$ cat src/rtl/bus_pkg.sv
// Shared definitions for the two-slave bus: widths, slave address map and
// the responder FSM state encoding.
package bus_pkg;

    localparam int unsigned ADDR_W = 8;
    localparam int unsigned DATA_W = 32;

    localparam logic [ADDR_W-1:0] S0_BASE  = 8'h00;
    localparam logic [ADDR_W-1:0] S1_BASE  = 8'h20;
    localparam logic [ADDR_W-1:0] SLV_SIZE = 8'h20;

    typedef enum logic [1:0] {
        StIdle = 2'b00,
        StWait = 2'b01,
        StResp = 2'b10
    } state_e;

    // True when addr falls in the SLV_SIZE window starting at base.
    function automatic logic addr_in_slave(input logic [ADDR_W-1:0] addr,
                                           input logic [ADDR_W-1:0] base);
        logic [ADDR_W:0] upper;
        upper = {1'b0, base} + {1'b0, SLV_SIZE};
        return ({1'b0, addr} >= {1'b0, base}) && ({1'b0, addr} < upper);
    endfunction

endpackage

$ cat src/rtl/bus_slave_regfile.sv
// Register-array memory for the bus slave: synchronous write, combinational
// read, whole array cleared by synchronous reset.
module bus_slave_regfile #(
    parameter int unsigned DATA_W     = 32,
    parameter int unsigned DEPTH_LOG2 = 5
) (
    input  logic                  clk,
    input  logic                  reset,
    input  logic                  we_i,
    input  logic [DEPTH_LOG2-1:0] waddr_i,
    input  logic [DATA_W-1:0]     wdata_i,
    input  logic [DEPTH_LOG2-1:0] raddr_i,
    output logic [DATA_W-1:0]     rdata_o
);

    localparam int unsigned Depth = 1 << DEPTH_LOG2;

    logic [DATA_W-1:0] mem_q [Depth];

    always_ff @(posedge clk) begin
        if (reset) begin
            for (int i = 0; i < Depth; i++) begin
                mem_q[i] <= '0;
            end
        end else if (we_i) begin
            mem_q[waddr_i] <= wdata_i;
        end
    end

    assign rdata_o = mem_q[raddr_i];

endmodule

$ cat src/rtl/bus_slave_mem_resp.sv
// Bus slave responder: accepts one read or write per select, waits a fixed
// number of cycles, then pulses s_ready with registered read data.
module bus_slave_mem_resp #(
    parameter int unsigned WAIT_STATES = 2,
    parameter int unsigned DATA_W      = 32,
    parameter int unsigned DEPTH_LOG2  = 5
) (
    input  logic                       clk,
    input  logic                       reset,
    input  logic                       s_sel,
    input  logic                       s_wr,
    input  logic [bus_pkg::ADDR_W-1:0] s_addr,
    input  logic [DATA_W-1:0]          s_din,
    output logic                       s_ready,
    output logic [DATA_W-1:0]          s_dout
);
    import bus_pkg::*;

    localparam logic [2:0] CntInit = (WAIT_STATES == 0) ? 3'd0 : 3'(WAIT_STATES - 1);

    state_e                  state_q, state_d;
    logic [2:0]              cnt_q, cnt_d;
    logic                    wr_q, wr_d;
    logic [DEPTH_LOG2-1:0]   addr_q, addr_d;
    logic [DATA_W-1:0]       din_q, din_d;
    logic                    ready_q;
    logic [DATA_W-1:0]       dout_q;

    logic                    enter_resp;
    logic                    mem_we;
    logic [DATA_W-1:0]       mem_rdata;
    logic                    unused_addr;

    assign unused_addr = ^s_addr[ADDR_W-1:DEPTH_LOG2];

    always_comb begin
        state_d = state_q;
        cnt_d   = cnt_q;
        wr_d    = wr_q;
        addr_d  = addr_q;
        din_d   = din_q;
        unique case (state_q)
            StIdle: begin
                if (s_sel) begin
                    wr_d   = s_wr;
                    addr_d = s_addr[DEPTH_LOG2-1:0];
                    din_d  = s_din;
                    if (WAIT_STATES == 0) begin
                        state_d = StResp;
                    end else begin
                        cnt_d   = CntInit;
                        state_d = StWait;
                    end
                end
            end
            StWait: begin
                if (!s_sel) begin
                    state_d = StIdle;
                end else if (cnt_q == 3'd0) begin
                    state_d = StResp;
                end else begin
                    cnt_d = cnt_q - 3'd1;
                end
            end
            StResp: begin
                state_d = StIdle;
            end
            default: begin
                state_d = StIdle;
            end
        endcase
    end

    // The *_d latches carry the live inputs when accepting straight into RESP,
    // so the commit and the read use the same access attributes in every case.
    assign enter_resp = (state_d == StResp);
    assign mem_we     = enter_resp && wr_d;

    bus_slave_regfile #(
        .DATA_W     (DATA_W),
        .DEPTH_LOG2 (DEPTH_LOG2)
    ) u_regfile (
        .clk     (clk),
        .reset   (reset),
        .we_i    (mem_we),
        .waddr_i (addr_d),
        .wdata_i (din_d),
        .raddr_i (addr_d),
        .rdata_o (mem_rdata)
    );

    always_ff @(posedge clk) begin
        if (reset) begin
            state_q <= StIdle;
            cnt_q   <= 3'd0;
            wr_q    <= 1'b0;
            addr_q  <= '0;
            din_q   <= '0;
            ready_q <= 1'b0;
            dout_q  <= '0;
        end else begin
            state_q <= state_d;
            cnt_q   <= cnt_d;
            wr_q    <= wr_d;
            addr_q  <= addr_d;
            din_q   <= din_d;
            ready_q <= enter_resp;
            dout_q  <= (enter_resp && !wr_d) ? mem_rdata : '0;
        end
    end

    assign s_ready = ready_q;
    assign s_dout  = dout_q;

endmodule

$ cat config.mk
export PLATFORM = sky130hd
export DESIGN_NAME = bus_slave_mem_resp
export DESIGN_NICKNAME = d
export VERILOG_FILES = /design/src/rtl/bus_pkg.sv /design/src/rtl/bus_slave_regfile.sv /design/src/rtl/bus_slave_mem_resp.sv
export SDC_FILE = /design/constraint.sdc
export NUM_CORES = 1
export LEC_CHECK = 0
export CAP_MARGIN = 20
export CORE_ASPECT_RATIO = 1.2
export CORE_MARGIN = 3
export CORE_UTILIZATION = 30
export DETAILED_ROUTE_END_ITERATION = 7
export GPL_ROUTABILITY_DRIVEN = 0
export PLACE_DENSITY = 0.45
export REMOVE_ABC_BUFFERS = 1
export SYNTH_ARGS = -nofsm -noshare
export SYNTH_HDL_FRONTEND = slang
export SYNTH_SLANG_ARGS = --single-unit
$ cat constraint.sdc
create_clock -name clk -period 10.7 [get_ports clk]
set_clock_uncertainty 0.2 [all_clocks]
set_input_delay 2.14 -clock clk [delete_from_list [all_inputs] [get_ports clk]]
set_output_delay 2.14 -clock clk [all_outputs]
set_load 0.02 [all_outputs]
### After elaboration in Yosys (flattened, before gate mapping)

Memories as Yosys holds them, arrays and structs flattened. A register that Yosys moved wholly into a read port is not among the register bits.
Index checks and enable logic that the tools add are counted.

* add/sub/neg operators: 1
* equality and inequality tests: 5
* mux-type cells: 22
* bitwise gates (word level): 1
* reductions and logical operators: 9

Operator list (number)
* 32-bit 2-to-1 mux: 3
* 32-bit OR reduction: 1
* 5-bit 2-to-1 mux: 3
* 3-bit 2-to-1 mux: 3
* 1-bit 2-to-1 mux: 8
* 2-bit 2-to-1 mux: 3
* 2-bit inequality test, second input constant: 3
* 3-bit case mux with 2 select lines: 1
* 2-bit case mux with 2 select lines: 1
* 4-bit AND reduction: 1
* 3-bit logical NOT: 1
* 3-bit by 1-bit subtractor with 3-bit output, second input constant: 1
* 2-bit by 1-bit equality test with 1-bit output, second input constant: 1
* 2-bit equality test, second input constant: 1
* 1-bit logical AND: 2
* 2-bit logical NOT: 1
* 2-bit nonzero test: 1
* 2-bit OR reduction: 1
* 1-bit logical NOT: 1
* 1-bit NOT: 1

* bits in registers: 44
* memory bits (writable): 1024
* bits of input ports: 44
* output and inout port bits: 33
* word-level logic and storage cells: 45
* memories kept: 1

Memory list
* u_regfile.mem_q: words 32, width 32, rd ports 1, clocked after memory_dff 1, write ports 32, RTL line bus_slave_regfile.sv:18 `logic [DATA_W-1:0] mem_q [Depth];`

### Depth between registers and ports, before layout

* depth in word-level cells: 11
* gate-level depth with buffers: 11

### By module

From an unflattened synthesis, not the netlist that was laid out.

* cells, all modules: 3709
* area total of the unflattened synthesis: 50287.0 sq um

By module, submodules not included
* bus_slave_regfile: times used 1, cells each 3482, area an instance 47489.3 sq um, sequential area each 30749.5 sq um
* bus_slave_mem_resp: times used 1, cells each 227, area an instance 2797.7 sq um, sequential area each 1521.5 sq um

### Worst setup path before layout

OpenSTA, ideal clock, no wires.

* path kind: in2reg
* start point: in s_sel
* end point: mem u_regfile.mem_q[10][0] (enable)
* arrival: 4.492 ns
* setup slack: 5.614 ns
* cell stages on the path: 7
* buffers on the path: 1
* cells stage by stage: nor3b_4 -> mux2i_1 -> buf_4 -> nand3b_1 -> nor2_1 -> nand2_1 -> nand2b_1

RTL lines
* start, declared: RTL line bus_slave_mem_resp.sv:10 `input logic s_sel,`
* end, declared: RTL line bus_slave_regfile.sv:18

==> results.json <==
{
  "outcome": "complete, no violations",
  "clk_root_buffer_cell": "clkbuf_16",
  "worstPathRequired_ns": 10.88,
  "min-delay-start": "cnt_q[1]",
  "netlist_area_um2": 53000,
  "cp-start-kind": "primary input",
  "post_cts_buffers": 0,
  "drt_iter0_drc": 2624,
  "p_seq_share_pct": 48.0,
  "async_flop_share_pct": 0,
  "netlist_instances": 4702,
  "cts_tree": "yes",
  "synth_flop_cell": "edfxtp_1",
  "rsz0062_at_grt": "false",
  "period_needed_ns": 6.42,
  "swShare_pct": 25.4,
  "layout-drive-gt1-share_pct": 10.9,
  "fmax_mhz": 156,
  "worstPathArrival_ns": 6.60,
  "critPathKind": "primary input to flip-flop",
  "min_to": "cnt_q[1]",
  "min_period_over_period_pct": 60.0,
  "r2r-end": "u_regfile.mem_q[4][31]",
  "clkLatencyLatePin_ns": 0.74,
  "final_nets": 4614,
  "vias_per_cell": 5.25,
  "slowest_stage": "nor2_2",
  "drv_slew": 0,
  "numPortBuffers": 73,
  "r2r_setup_slack_ns": 5.88,
  "overflow": 0,
  "synth-edff-count": 1024,
  "avgSynthCellArea_um2": 11.3,
  "pin_count": 77,
  "area_growth_pct": 14.1,
  "grt_usage_pct": 18.8,
  "n_fill_cell": 17232,
  "grt_pass1_wl_um": 253000,
  "synth_area_leaders": "edfxtp_1 (58%), mux2i_1 (8.2%), nor2_1 (7.8%)",
  "cts.clk_slew.worst_paths_ns": 0.06,
  "setup_violations": 0,
  "p_sw_mw": 2.60,
  "cts_buffers": 117,
  "p_leak_nw": 20.4,
  "routed_wl_um": 174000,
  "cp_max_fo": 106,
  "yosys_warnings": 0,
  "finalSetupTns_ns": 0,
  "peakVddDrop_v": 0.000122,
  "antenna_found_initial": 4,
  "intPower_mw": 7.62,
  "yosysTopAreaCell": "edfxtp_1",
  "ctsHoldBuffers": 0,
  "yosysSeqAreaShare_pct": 60.9,
  "drc_errors": 0,
  "initial_core_util_pct": 30.3,
  "core_um2": 175000,
  "worst_pin_slew_ns": 1.12,
  "cts_sinks": 1100,
  "synth_top_area_share_pct": 58.0,
  "htreeDepth": 3,
  "cp_cell_sequence": "clkdlybuf4s50_1 > nor3b_4 > buf_4 > mux2i_4 > buf_12 > nand3b_1 > nor2_2 > nand2_1 > buf_4 > nand2b_2 > buf_4",
  "grt_max_degree": 130,
  "die_w_um": 390,
  "postRouteAntennaNets": 0,
  "route.vias.total": 36583,
  "row_count": 168,
  "crit_path_end_kind": "flip-flop",
  "hold_ws_ns": 0.287,
  "dr.pass1.iters": 5,
  "power_frac_clock_pct": 41.2,
  "synth-seq-cells": 1100,
  "combPwrFrac_pct": 10.9,
  "r2r_cells": 10,
  "fp.dieH_um": 466,
  "hpwl_um": 98300,
  "grt_pass1_vias": 37362,
  "wl_per_cell_um": 24.9,
  "cpMostUsedCell": "buf_4",
  "post_cts_resized": 0,
  "hold_viol_final": 0,
  "max_cap_violations": 0,
  "slowest_delay_ns": 0.61,
  "whs_path_depth": 2,
  "min_path_type": "flip-flop to flip-flop",
  "p_per_area_nw_per_um2": 169,
  "die_area_um2": 182000,
  "post_synth_num_cell_types": 57,
  "cts_buffer_depth": 3,
  "timing.slew.headroom_pct": 25.5,
  "startpoint": "s_sel",
  "r2r_start": "state_q[0]"
}
[Yosys cell counts, types with 3 or more instances]
master,instances
nor2_1,1104
o221ai_1,3
nand2b_1,34
a2111oi_0,147
a31oi_1,180
nand2_1,513
nor2b_1,149
a21oi_1,173
buf_4,4
mux4_2,77
mux2i_1,433
nand2_2,4
buf_1,29
nor3_1,34
a41oi_1,29
nor2_2,3
mux2_2,5
buf_2,87
inv_1,3
o211a_1,30
clkbuf_1,350
o21ai_0,6
a32oi_1,4
nand3b_1,6
nor4_1,28
a311oi_1,28
dfxtp_1,76
edfxtp_1,1024
nand3_1,101
[layout make-up]
class                           instances  area [um^2]  share of cell area, %
Antenna cell                            2         5.00                0.00827
Clock buffer                          171         3420                   5.65
Clock inverter                         53          544                  0.900
Inverter                                3         11.3                 0.0186
Multi-Input combinational cell       3126        19300                   32.0
Sequential cell                      1100        32300                   53.4
Tap cell                             2295         2870                   4.75
Timing Repair Buffer                  220         2030                   3.36
[power by group through the flow]
stage          sequential [mW]  clock, mW  combinational, mW
2_1_floorplan             5.00          0              0.668
3_3_place_gp              4.99          0               1.10
3_5_place_dp              4.99          0               1.12
4_1_cts                   4.90       4.31               1.12
5_1_grt                   4.92       4.48               1.20
6_report                  4.90       4.21               1.11
[kinds of logic (layout without fill, tap and decap cells)]
logic type | Yosys count | in the layout | share of synthesized area (%)
buffers and inverters | 476 | 447 | 3.65
adder cells (fa/ha/maj) | 2 | 2 | 0.0472
AND/OR/NAND/NOR | 1989 | 1989 | 15.6
multiplexers | 517 | 517 | 11.6
other | 0 | 2 | 0
flip-flops | 1100 | 1100 | 60.9
AO/OA/AOI/OAI | 618 | 618 | 8.19
[critical path: cells and delay by family]
kind / cells / cell delay [ns]
buffers and inverters: 5 / 2.26
AND/OR/NAND/NOR: 5 / 1.81
multiplexers: 1 / 0.30
[metrics by stage]
step / std cells / total power, mW / cell area (um^2) / util [%] / setup WS (ns)
2_1_floorplan: 4229 / 5.66 / 51100 / - / -14.09
3_3_place_gp: 6735 / 6.09 / 56400 / 32.2 / 3.49
3_5_place_dp: 6742 / 6.11 / 56500 / 32.3 / 3.46
4_1_cts: 6966 / 10.3 / 60500 / 34.5 / 4.26
5_1_grt: 6969 / 10.6 / 60500 / 34.5 / 4.07
6_report: 6970 / 10.2 / 60500 / 34.5 / 4.28
[worst max path at each step]
stage / end / slack (ns) / cells past startpoint
finish: u_regfile.mem_q[4][31] / 4.28 / 11
CTS: u_regfile.mem_q[4][31] / 4.26 / 11
floorplan: u_regfile.mem_q[21][0] / -14.09 / 5
global route: u_regfile.mem_q[4][21] / 4.07 / 11
detailed placement: u_regfile.mem_q[4][0] / 3.46 / 11
global placement: u_regfile.mem_q[4][0] / 3.49 / 11
[layer usage]
metal,wire (um),vias up,GRT usage (%)
li1,-,16785,-
met1,72300,18632,23.3
met2,87800,880,33.4
met3,8030,280,2.51
met4,5700,6,6.73
met5,33,-,0
[cell usage in the layout, fill, tap and decap left out, types with 4 or more instances in the layout]
cell,instances
mux2i_4,34
clkbuf_16,121
o211a_1,30
a32oi_1,4
mux4_2,77
nand2_1,512
a41oi_1,29
nand2_2,5
nor2b_1,149
nand3_1,101
a31oi_1,180
clkdlybuf4s50_1,70
o21ai_0,6
clkbuf_1,30
nand2b_2,32
a311oi_1,28
nand3b_1,6
clkbuf_8,20
edfxtp_1,1024
bufinv_16,10
clkinv_1,7
nor4_1,28
a21oi_1,173
clkinv_2,27
mux2i_1,400
buf_4,132
dfxtp_1,74
buf_12,12
mux2_2,4
nor2_2,4
nor3_1,34
a2111oi_0,147
nor2_1,1103
[sequential cells by signal, indices dropped and copies added (netlist names)]
| signal | count |
|---|---|
| wr_q | 1 |
| u_regfile.mem_q | 1024 |
| cnt_q | 3 |
| s_ready | 1 |
| state_q | 2 |
| din_q | 32 |
| s_dout | 32 |
| addr_q | 5 |
Power figures use the tool's default switching activity.
